`src/rtl/alu_exec_unit.sv`:
```
// Execute stage of the single-cycle MIPS-style core: ALU-control decode, 32-bit ALU with flags,
// PC+4 and branch-target adders, plus neg/ovf flags registered for next-cycle branch-and-link checks.
module alu_exec_unit (
  input  logic        clk,
  input  logic        rst_n,
  input  logic        aluop1,
  input  logic        aluop0,
  input  logic [3:0]  funct,
  input  logic [31:0] a,
  input  logic [31:0] b,
  input  logic [31:0] pc,
  input  logic [31:0] ext_imm,
  output logic [2:0]  alu_ctl,
  output logic [31:0] result,
  output logic        zero,
  output logic        neg,
  output logic        ovf,
  output logic        neg_q,
  output logic        ovf_q,
  output logic [31:0] pc_plus4,
  output logic [31:0] branch_target
);

  localparam int DATA_W = 32;

  localparam logic [2:0] OP_AND = 3'b000;
  localparam logic [2:0] OP_OR  = 3'b001;
  localparam logic [2:0] OP_ADD = 3'b010;
  localparam logic [2:0] OP_NOR = 3'b100;
  localparam logic [2:0] OP_SUB = 3'b110;
  localparam logic [2:0] OP_SLT = 3'b111;

  function automatic logic add_ovf(input logic signed [DATA_W-1:0] x,
                                   input logic signed [DATA_W-1:0] y,
                                   input logic signed [DATA_W-1:0] s);
    return (x[DATA_W-1] == y[DATA_W-1]) && (s[DATA_W-1] != x[DATA_W-1]);
  endfunction

  function automatic logic sub_ovf(input logic signed [DATA_W-1:0] x,
                                   input logic signed [DATA_W-1:0] y,
                                   input logic signed [DATA_W-1:0] d);
    return (x[DATA_W-1] != y[DATA_W-1]) && (d[DATA_W-1] != x[DATA_W-1]);
  endfunction

  logic [2:0]               w_ctl;
  logic signed [DATA_W-1:0] w_a;
  logic signed [DATA_W-1:0] w_b;
  logic signed [DATA_W-1:0] w_sum;
  logic signed [DATA_W-1:0] w_diff;
  logic                     w_lt;
  logic [DATA_W-1:0]        w_res;
  logic                     w_ovf;
  logic                     r_neg_q;
  logic                     r_ovf_q;

  // Priority decode: earlier funct patterns shadow later ones (e.g. 0111 is NOR, not OR).
  always_comb begin
    w_ctl = OP_ADD;
    if (aluop1) begin
      if (funct == 4'b0111)                  w_ctl = OP_NOR;
      else if (funct[2] && funct[0])         w_ctl = OP_OR;
      else if (funct[2] && !funct[0])        w_ctl = OP_AND;
      else if (funct[3] && funct[1])         w_ctl = OP_SLT;
      else if (!funct[3] && funct[1] && !funct[0]) w_ctl = OP_SUB;
      else                                   w_ctl = OP_ADD;
    end else if (aluop0) begin
      w_ctl = OP_SUB;
    end
  end

  assign w_a    = a;
  assign w_b    = b;
  assign w_sum  = w_a + w_b;
  assign w_diff = w_a - w_b;
  assign w_lt   = (w_a < w_b);

  always_comb begin
    w_res = '0;
    w_ovf = 1'b0;
    case (w_ctl)
      OP_ADD: begin
        w_res = w_sum;
        w_ovf = add_ovf(w_a, w_b, w_sum);
      end
      OP_SUB: begin
        w_res = w_diff;
        w_ovf = sub_ovf(w_a, w_b, w_diff);
      end
      OP_AND: w_res = a & b;
      OP_OR:  w_res = a | b;
      OP_NOR: w_res = ~(a | b);
      OP_SLT: w_res = {{(DATA_W-1){1'b0}}, w_lt};
      default: w_res = '0;
    endcase
  end

  assign alu_ctl       = w_ctl;
  assign result        = w_res;
  assign zero          = (w_res == '0);
  assign neg           = w_res[DATA_W-1];
  assign ovf           = w_ovf;
  assign pc_plus4      = pc + 32'h4;
  assign branch_target = pc_plus4 + {ext_imm[29:0], 2'b00};

  // Stage boundary: flags held one cycle for the following instruction's link/branch check.
  always_ff @(posedge clk or negedge rst_n) begin
    if (!rst_n) begin
      r_neg_q <= 1'b0;
      r_ovf_q <= 1'b0;
    end else begin
      r_neg_q <= neg;
      r_ovf_q <= w_ovf;
    end
  end

  assign neg_q = r_neg_q;
  assign ovf_q = r_ovf_q;

endmodule

```
`config.mk`:
```
export PLATFORM = sky130hd
export DESIGN_NAME = alu_exec_unit
export DESIGN_NICKNAME = d
export VERILOG_FILES = /design/src/rtl/alu_exec_unit.sv
export SDC_FILE = /design/constraint.sdc
export NUM_CORES = 1
export LEC_CHECK = 0
export ABC_AREA = 1
export CAP_MARGIN = 10
export CELL_PAD_IN_SITES_DETAIL_PLACEMENT = 0
export CELL_PAD_IN_SITES_GLOBAL_PLACEMENT = 1
export CORE_MARGIN = 10
export CORE_UTILIZATION = 36
export CTS_CLUSTER_DIAMETER = 80
export DETAILED_ROUTE_END_ITERATION = 6
export PLACE_DENSITY_LB_ADDON = 0.1
export SKIP_LAST_GASP = 1
export SYNTH_ARGS = -nofsm -noshare
export SYNTH_HDL_FRONTEND = slang
export SYNTH_SLANG_ARGS = --single-unit
```
`constraint.sdc`:
```
create_clock -name clk -period 11.6 [get_ports clk]
set_clock_uncertainty 0.1 [all_clocks]
set_input_delay 1.74 -clock clk [delete_from_list [all_inputs] [get_ports clk]]
set_output_delay 1.74 -clock clk [all_outputs]
set_load 0.02 [all_outputs]
```
==> results of run 1 <==
[layer usage]
| metal | wire, µm | vias up | part of all wire [%] | global-route usage [%] |
|---|---|---|---|---|
| li1 | - | 6111 | - | - |
| met1 | 20550 | 5353 | 48 | 34.54 |
| met2 | 18250 | 401 | 43 | 39.04 |
| met3 | 3378 | 32 | 7.9 | 3.874 |
| met4 | 451 | 0 | 1.1 | 2.590 |
| met5 | 0 | - | 0 | 0 |
[cells in the mapped netlist (all sizes together) (2+ instances only)]
cell / instances / share of area, %
o21ai: 44 / 2.4
o21a: 2 / 0.16
o22ai: 22 / 1.6
o211ai: 3 / 0.24
nor3: 24 / 1.7
a21oi: 92 / 4.8
buf: 37 / 2.7
and2: 6 / 0.39
nand2: 573 / 23
xor2: 46 / 4.2
a21boi: 2 / 0.16
xnor2: 17 / 1.6
a21o: 5 / 0.39
o221ai: 2 / 0.18
clkbuf: 4 / 0.30
fa: 3 / 0.63
dfrtp: 2 / 0.52
inv: 415 / 16
nand3: 131 / 7.1
and3: 2 / 0.13
nor4: 10 / 0.65
o21bai: 7 / 0.55
or2: 6 / 0.39
nand4: 34 / 2.3
ha: 132 / 17
nand3b: 4 / 0.31
nor2: 231 / 9.8
[cell families (layout without fill, tap and decap cells)]
logic type               after synthesis  in the layout  synth area share, %
AO/OA/AOI/OAI                        184            184                10.87
XOR/XNOR                              63             63                5.759
AND/OR/NAND/NOR                     1021           1021                45.72
buffers and inverters                456            650                19.26
adder cells (fa/ha/maj)              135            135                17.87
flip-flops                             2              2               0.5224
[path summary, 6_finish.rpt]
kind	start	to	slack (ns)	depth (start not counted)
worst max-delay path	pc[2]	branch_target[31]	3.20	24
worst min-delay path	rst_n	neg_q$_DFF_PN0_	1.58	1
max in group asynchronous	rst_n	ovf_q$_DFF_PN0_	9.69	1
min in group clk	a[31]	ovf_q$_DFF_PN0_	2.29	4
[cell usage in the layout, fill, tap and decap left out, types with 33 or more instances in the layout]
cell type | Yosys | final
nor2_1 | 218 | 218
a21oi_1 | 92 | 92
clkdlybuf4s50_1 | 0 | 231
xor2_1 | 46 | 46
o21ai_0 | 38 | 38
inv_1 | 408 | 408
nand4_1 | 33 | 33
ha_1 | 132 | 132
nand2_1 | 566 | 566
nand3_1 | 127 | 127
[sequential cells by signal, indices dropped and copies added, names as in the netlist]
signal  count
ovf_q       1
neg_q       1
[where the power goes]
group	total, µW	internal, µW	leakage, µW	switching [µW]
Sequential	8.40	8.14	0.0000257	0.253
Combinational	723	274	0.00684	449
Clock	52.4	43.9	0.0000370	8.47
[area by class of cell]
class | instances | area [µm²]
Fill cell | 3017 | 14020
Inverter | 415 | 1560
Clock buffer | 3 | 75.07
Sequential cell | 2 | 50.05
Tap cell | 335 | 419.2
Multi-Input combinational cell | 1403 | 7685
Timing Repair Buffer | 232 | 2320
[stage by stage]
stage / total power (µW) / util (%) / cells
after floorplan: 431.0 / - / 1861
after global placement: 725.0 / 46.05 / 2387
after detailed placement: 725.7 / 46.05 / 2387
after CTS: 782.6 / 46.34 / 2390
after global routing: 854.0 / 46.34 / 2390
final: 783.5 / 46.34 / 2390
==> summary.md, run 1 <==
| Metric | Value |
|---|---|
| Post-detail-place hpwl | 37.34 mm |
| Hold_buf cts | 0 |
| Setup Fix Bufs, Post-CTS | 0 |
| Resized Gates After CTS | 0 |
| Total Routing Usage GR | 24.39% |
| Syn-to-layout area delta | 26.39% |
| Post-synth EDFFs | 0 |
| Bufs and invs on worst path | 3 |
| Routability cong. | 0.9764 |
| Count of cell types in the netlist | 52 |
| Worst-Margin Slew | 0.9206 ns |
| DP Area | 12030 µm² |
| Slowest cell on the critical path | clkdlybuf4s50_1 |
| Unrepaired setup endpoints after global routing | no |
| Die Ht | 183.1 µm |
| Hold_ws | 1.585 ns |
| Status | complete, no violations |
| Post-Syn Area | 9580 µm² |
| Synth Area per Inst | 5.148 µm² |
| Nets | 2328 |
| Setup CP Type | in2out |
| Clk buf depth | 2 |
| Initial antenna violation count | 0 |
| Layout cells sized above 1 | 2.676% |
| Crit path DAT | 6.56 ns |
| Via density | 4.978 |
| Pwr dens | 64.71 nW/µm² |
| Max incr delay on CP | 0.63 ns |
| Leak Pwr | 0.006900 µW |
| CP endpoint kind | primary output |
| Ports | 240 |
| Sequential area share after synthesis | 0.5224% |
| Worst path top cell family by delay | simple AND/OR/NAND/NOR gates |
| Setup WS pre-CTS | 3.258 ns |
| Post-Route WL | 42.63 mm |
| Die X | 183.1 µm |
| Setup TNS | 0 ns |
| Tcrit/Tclk final | 72.40% |
| Endpoints failing setup | 0 |
| Syn nets | 2132 |
| Final ANT Viol Nets | 0 |
| Yosys reg bits | 2 |
| Post-DR wirelength/cell | 17.83 µm |
| Most frequent CP cell | nand2_1 |
| FP Rows | 59 |
| Clk sinks | 2 |
| Main synth FF type | dfrtp_1 |
| TritonCTS clock tree | done |
| Total grt overflow | 0 |
| # diodes | 0 |
| Die area | 33540 µm² |
| Port bufs | 231 |
| Initial Util | 36.66% |
| Clk slew on worst S/H paths | 0.03 ns |
| Vias | 11.90k |
| Slew margin rel. | 38.06% |
| Clock Tree Root | clkbuf_16 |
| CP startpoint kind | input pin |
| Crit path required time | 9.76 ns |
| Fmax | 0.1191 GHz |
| CP cell instances | clkdlybuf4s50_1, ha_1, nand3_1, nor3_1, nand2_1, nor2_1, nand4_1, nor2_1, nand3_1, nor2_1, nand2_1, xor2_1, inv_1, ha_1, nand2_1, nor4_1, nand3b_1, nand3_1, nand2_1, o211ai_1, nand2_1, nand3_1, xnor2_1, clkdlybuf4s50_1 |
| Max Cap Violations | 0 |
| Clock period minus worst slack | 8.399 ns |
| Worst hold path class | in2async |
| Setup WS post-layout | 3.201 ns |
| First-pass GRT wire length | 64.31 mm |
| Final instance area | 12110 µm² |
| Vias in the first global route | 11.36k |
| # H-tree levels | 1 |
| Fin. Hold Viols | 0 |
| Largest net degree at the start of global routing | 29 |
| Ys Warns | 0 |
| Asr flop ratio synth | 100.0% |
| Drt pass-1 iters | 5 |
| Core ar. | 26130 µm² |
| CTS Buf Count | 3 |
| Post-route DRC | 0 |
| Final Max Tran Viols | 0 |
| Peak supply drop | 0.00009903 V |
| Crit Path Max Fanout | 4 |
| Gate Count Post-Synth | 1861 |
| Initial drt markers | 968 |
(Power assumes the default switching activity.)
==> run 2, diff against run 1 <==
--- a/config.mk
+++ b/config.mk
@@ -10,7 +10,7 @@
 export CELL_PAD_IN_SITES_DETAIL_PLACEMENT = 0
 export CELL_PAD_IN_SITES_GLOBAL_PLACEMENT = 1
 export CORE_MARGIN = 10
-export CORE_UTILIZATION = 36
+export CORE_UTILIZATION = 30
 export CTS_CLUSTER_DIAMETER = 80
 export DETAILED_ROUTE_END_ITERATION = 6
 export PLACE_DENSITY_LB_ADDON = 0.1
==> constraint.sdc (replaced) <==
create_clock -name clk -period 7.6 [get_ports clk]
set_clock_uncertainty 0.1 [all_clocks]
set_input_delay 1.14 -clock clk [delete_from_list [all_inputs] [get_ports clk]]
set_output_delay 1.14 -clock clk [all_outputs]
set_load 0.02 [all_outputs]
==> summary.md, run 2 (synthesis gave the netlist of run 1 again) <==
| Metric | Value |
|---|---|
| Initial antenna violation count | 0 (unchanged) |
| CP endpoint kind | primary output |
| Clk sinks | 2 (unchanged) |
| Port bufs | 231 (unchanged) |
| Peak supply drop | 0.0001621 V (+64%) |
| Max Cap Violations | 0 (unchanged) |
| Syn-to-layout area delta | 27.52% |
| Total Routing Usage GR | 21.26% (-3.1 points) |
| Resized Gates After CTS | 0 (unchanged) |
| Worst-Margin Slew | 0.7901 ns (-0.1305 ns) |
| Pwr dens | 97.86 nW/µm² (+51%) |
| Commonest cells after routing, fill and taps aside | nand2_1, inv_1, clkdlybuf4s50_1 |
| Vias in the first global route | 11.33k (-0.23%) |
| # diodes | 0 (unchanged) |
| Initial drt markers | 799 (-17%) |
| Clock period minus worst slack | 6.987 ns |
| Clk slew on worst S/H paths | 0.03 ns (about the same) |
| Slew margin rel. | 46.84% (+8.8 points) |
| TritonCTS clock tree | done |
| # H-tree levels | 1 (unchanged) |
| Total grt overflow | 0 (unchanged) |
| Worst hold path class | in2async |
| Die Ht | 198.7 µm (+8.5%) |
| Commonest non-fill, non-tap cell in the layout | nand2_1 |
| Setup WS pre-CTS | 0.4487 ns (-2.810 ns) |
| Nets | 2330 (+0.086%) |
| Crit Path Max Fanout | 4 (unchanged) |
| Post-DR wirelength/cell | 17.78 µm (-0.28%) |
| Core ar. | 31560 µm² (+21%) |
| Post-Route WL | 43.73 mm (+2.6%) |
| FP Rows | 65 (+10%) |
| Die area | 39480 µm² (+18%) |
| Final Max Tran Viols | 0 (unchanged) |
| Setup TNS | 0 ns (unchanged) |
| Initial Util | 30.36% (-6.3 points) |
| Fmax | 0.1431 GHz |
| Setup Fix Bufs, Post-CTS | 0 (unchanged) |
| Die X | 198.7 µm (+8.5%) |
| Clk buf depth | 2 (unchanged) |
| Status | complete, no violations |
| Setup CP Type | in2out |
| Fin. Hold Viols | 0 (unchanged) |
| Hold_buf cts | 0 (unchanged) |
| Endpoints failing setup | 0 (unchanged) |
| Tcrit/Tclk final | 91.94% |
| Fillers | 3679 (+22%) |
| Final ANT Viol Nets | 0 (unchanged) |
| Post-route DRC | 0 (unchanged) |
| Clock Tree Root | clkbuf_16 |
| Layout cells sized above 1 | 2.868% (+0.19 points) |
| Setup WS post-layout | 0.6125 ns (-2.589 ns) |
| Crit path required time | 6.36 ns (-3.40 ns) |
| Largest net degree at the start of global routing | 24 (-17%) |
| Post-detail-place hpwl | 38.54 mm (+3.2%) |
| Leak Pwr | 0.006908 µW (+0.12%) |
| Ports | 240 (unchanged) |
| First-pass GRT wire length | 65.52 mm (+1.9%) |
| Total power | 1196 µW (+53%) |
| CP startpoint kind | input pin |
| CTS Buf Count | 3 (unchanged) |
| Vias | 11.80k (-0.84%) |
| Unrepaired setup endpoints after global routing | no |
| Routability cong. | 0.9302 (-4.7%) |
| Via density | 4.797 (-3.6%) |
| Crit path DAT | 5.75 ns (-0.81 ns) |
| Drt pass-1 iters | 6 (+1) |
run 2: metal layers:
layer	global-route usage (%)	wire (µm)	part of all wire, %
met2	34.62	19180	44
met1	29.73	21130	48
met4	1.695	288	0.66
met5	0	0	0
met3	3.413	3142	7.2
run 2: power by group:
part / switching, µW / internal (µW) / leakage (µW)
sequential: 0.407 / 12.4 / 0.0000257
combinational: 685 / 419 / 0.00685
clock: 11.8 / 66.9 / 0.0000370
run 2: critical path, cell delays in order:
cell and delay (ns):
clkdlybuf4s50_1 0.53, ha_1 0.25, nand3_1 0.21, nor3_1 0.23, nand2_1 0.14, nor2_2 0.19
nand4_1 0.14, nor2_1 0.14, nand3_1 0.08, nor2_1 0.13, nand2_1 0.08, xor2_1 0.16
inv_1 0.09, ha_1 0.34, nand2_1 0.13, nor4_2 0.31, nand3b_1 0.12, nand3_1 0.17
nand2_1 0.08, o211ai_1 0.17, nand2_1 0.10, nand3_1 0.10, xnor2_1 0.11, clkdlybuf4s50_1 0.62
run 2: worst paths after layout:
kind	startpoint	depth (start not counted)	end	slack (ns)
min in group clk	a[31]	4	ovf_q$_DFF_PN0_	1.69
max in group asynchronous	rst_n	1	neg_q$_DFF_PN0_	6.30
max	pc[2]	24	branch_target[31]	0.61
min	rst_n	1	ovf_q$_DFF_PN0_	0.99
run 2: cell type report:
class / instances / area [µm²] / area share, %
multi-input cells: 1403 / 7694 / 62.98
repair buffers: 234 / 2335 / 19.11
well taps: 402 / 503.0 / 4.117
clock buffers: 3 / 75.07 / 0.6145
flip-flops and latches: 2 / 50.05 / 0.4097
inverters: 415 / 1560 / 12.77
run 2: through the flow:
step | utilization [%] | instances | instance area (µm²) | hold WS, ns
final | 38.72 | 2459 | 12220 | 0.9851
after global placement | 38.45 | 2456 | 12130 | 1.210
after floorplan | - | 1861 | 9580 | 0.7444
after detailed placement | 38.45 | 2456 | 12130 | 1.211
after global routing | 38.72 | 2459 | 12220 | 0.9835
after CTS | 38.69 | 2459 | 12210 | 0.9856
==> run 3, diff against run 2 <==
--- a/config.mk
+++ b/config.mk
@@ -13,7 +13,7 @@
 export CORE_UTILIZATION = 30
 export CTS_CLUSTER_DIAMETER = 80
 export DETAILED_ROUTE_END_ITERATION = 6
-export PLACE_DENSITY_LB_ADDON = 0.1
+export PLACE_DENSITY = 0.91
 export SKIP_LAST_GASP = 1
 export SYNTH_ARGS = -nofsm -noshare
 export SYNTH_HDL_FRONTEND = slang
==> summary.md, run 3 (synthesis gave the netlist of run 1 again) <==
| Metric | Value |
|---|---|
| FP Rows | 65 (unchanged) |
| Hold_ws | 0.9823 ns (-0.002770 ns) |
| Drt pass-1 iters | 7 (+1) |
| Setup TNS | 0 ns (unchanged) |
| Commonest cells after routing, fill and taps aside | nand2_1, inv_1, clkdlybuf4s50_1 |
| Final Util | 38.68% (-0.040 points) |
| CTS Buf Count | 3 (unchanged) |
| Crit Path Max Fanout | 4 (unchanged) |
| Pwr dens | 98.05 nW/µm² (+0.19%) |
| Footprint of the multi-input gates | 7691 µm² (about the same) |
| Fillers | 3556 (-3.3%) |
| Status | complete, no violations |
| Post-DR wirelength/cell | 17.74 µm (-0.23%) |
| TritonCTS clock tree | done |
| Hold_buf cts | 0 (unchanged) |
| # H-tree levels | 1 (unchanged) |
| Post-route DRC | 0 (unchanged) |
| Die X | 198.7 µm (unchanged) |
| Unrepaired setup endpoints after global routing | no |
| Max Cap Violations | 0 (unchanged) |
| Die area | 39480 µm² (unchanged) |
| Layout cells sized above 1 | 2.725% (-0.14 points) |
| Vias | 11.95k (+1.3%) |
| Commonest non-fill, non-tap cell in the layout | nand2_1 |
| Crit path DAT | 5.91 ns (+0.16 ns) |
| Syn-to-layout area delta | 27.39% |
| Core ar. | 31560 µm² (unchanged) |
| Via density | 4.859 (+1.3%) |
| Total grt overflow | 0 (unchanged) |
| CP Launch Point | pc[2] |
| Post-Route WL | 43.63 mm (-0.23%) |
| Routed length on met3 | 3.307 mm (+5.3%) |
| Peak supply drop | 0.0001773 V (+9.4%) |
| Tcrit/Tclk final | 94.01% (+2.1 points) |
| Resized Gates After CTS | 0 (unchanged) |
| Routability cong. | 0.9840 (+5.8%) |
| Final ANT Viol Nets | 0 (unchanged) |
| Final Max Tran Viols | 0 (unchanged) |
| Initial drt markers | 857 (+7.3%) |
| Top Layer Used | met5 |
| Met2 WL post-DR | 20.57 mm (+7.3%) |
| Die Ht | 198.7 µm (unchanged) |
| Worst-Margin Slew | 0.8262 ns (+0.03609 ns) |
| Layout Cells excl Fill | 2459 (unchanged) |
| Post-detail-place hpwl | 38.19 mm (-0.91%) |
| Vias in the first global route | 11.90k (+5.0%) |
| Seq. cell area | 50.05 µm² (unchanged) |
| Leak Pwr | 0.006901 µW (-0.10%) |
| Crit path required time | 6.36 ns (about the same) |
| Endpoints failing setup | 0 (unchanged) |
| Nets | 2328 (-0.086%) |
| CP startpoint kind | input pin |
| Setup Fix Bufs, Post-CTS | 0 (unchanged) |
| CP endpoint kind | primary output |
| Fmax | 0.1400 GHz (-2.2%) |
| Initial Util | 30.36% (unchanged) |
| Metal1 wirelength | 18.90 mm (-11%) |
| Initial antenna violation count | 7 (+7) |
| Ports | 240 (unchanged) |
| Clk slew on worst S/H paths | 0.03 ns (about the same) |
| Clock period minus worst slack | 7.145 ns (+0.1576 ns) |
| Setup CP Type | in2out |
| Slew margin rel. | 44.72% (-2.1 points) |
| Largest net degree at the start of global routing | 32 (+33%) |
| Clk sinks | 2 (unchanged) |
| Fin. Hold Viols | 0 (unchanged) |
| Worst hold path class | in2async |
| Port bufs | 231 (unchanged) |
| Clock Tree Root | clkbuf_16 |
| First-pass GRT wire length | 65.72 mm (+0.32%) |
| Total Routing Usage GR | 21.09% (-0.18 points) |
| Placed cells | 2454 (-0.081%) |
| Clk buf depth | 2 (unchanged) |
==> run 3: report_power, final <==
part           total [µW]  switching [µW]  internal (µW)
combinational        1100             685            418
clock                80.3            13.3           67.0
sequential           12.8           0.416           12.4
==> run 3: final cells by class <==
class	count	area share [%]
Antenna cell	2	0.04101
Clock buffer	3	0.6151
Inverter	415	12.78
Multi-Input combinational cell	1403	63.02
Sequential cell	2	0.4101
Tap cell	402	4.121
Timing Repair Buffer	232	19.01
==> run 3: path summary, 6_finish.rpt <==
path                       cells after the start  slack, ns                 to
setup / recovery                              24       0.45  branch_target[31]
hold / removal                                 1       0.98    neg_q$_DFF_PN0_
max in group asynchronous                      1       6.29    ovf_q$_DFF_PN0_
min in group clk                               4       1.72    ovf_q$_DFF_PN0_
==> run 3: metrics by stage <==
stage / total power [µW] / instance area [µm²] / worst slack [ns]
after floorplan: 657.9 / 9580 / 2.033
after global placement: 1103 / 12120 / 0.5610
after detailed placement: 1108 / 12120 / 0.4587
after CTS: 1196 / 12190 / 0.4265
after global routing: 1301 / 12200 / 0.07412
final: 1197 / 12200 / 0.4550
==> run 3: critical path, stage by stage <==
cell and delay, ns:
clkdlybuf4s50_1 0.50, ha_1 0.27, nand3_1 0.21, nor3_1 0.25, nand2_1 0.13, nor2_1 0.24
nand4_1 0.18, nor2_1 0.14, nand3_1 0.09, nor2_1 0.14, nand2_1 0.09, xor2_1 0.15
inv_1 0.07, ha_1 0.34, nand2_1 0.14, nor4_2 0.31, nand3b_1 0.13, nand3_1 0.18
nand2_1 0.07, o211ai_1 0.17, nand2_1 0.10, nand3_1 0.10, xnor2_1 0.12, clkdlybuf4s50_1 0.63
==> run 3: layer usage <==
| layer | vias to the layer above | track usage [%] |
|---|---|---|
| li1 | 6102 | - |
| met1 | 5408 | 25.57 |
| met2 | 384 | 38.44 |
| met3 | 45 | 3.380 |
| met4 | 10 | 3.589 |
| met5 | - | 0 |
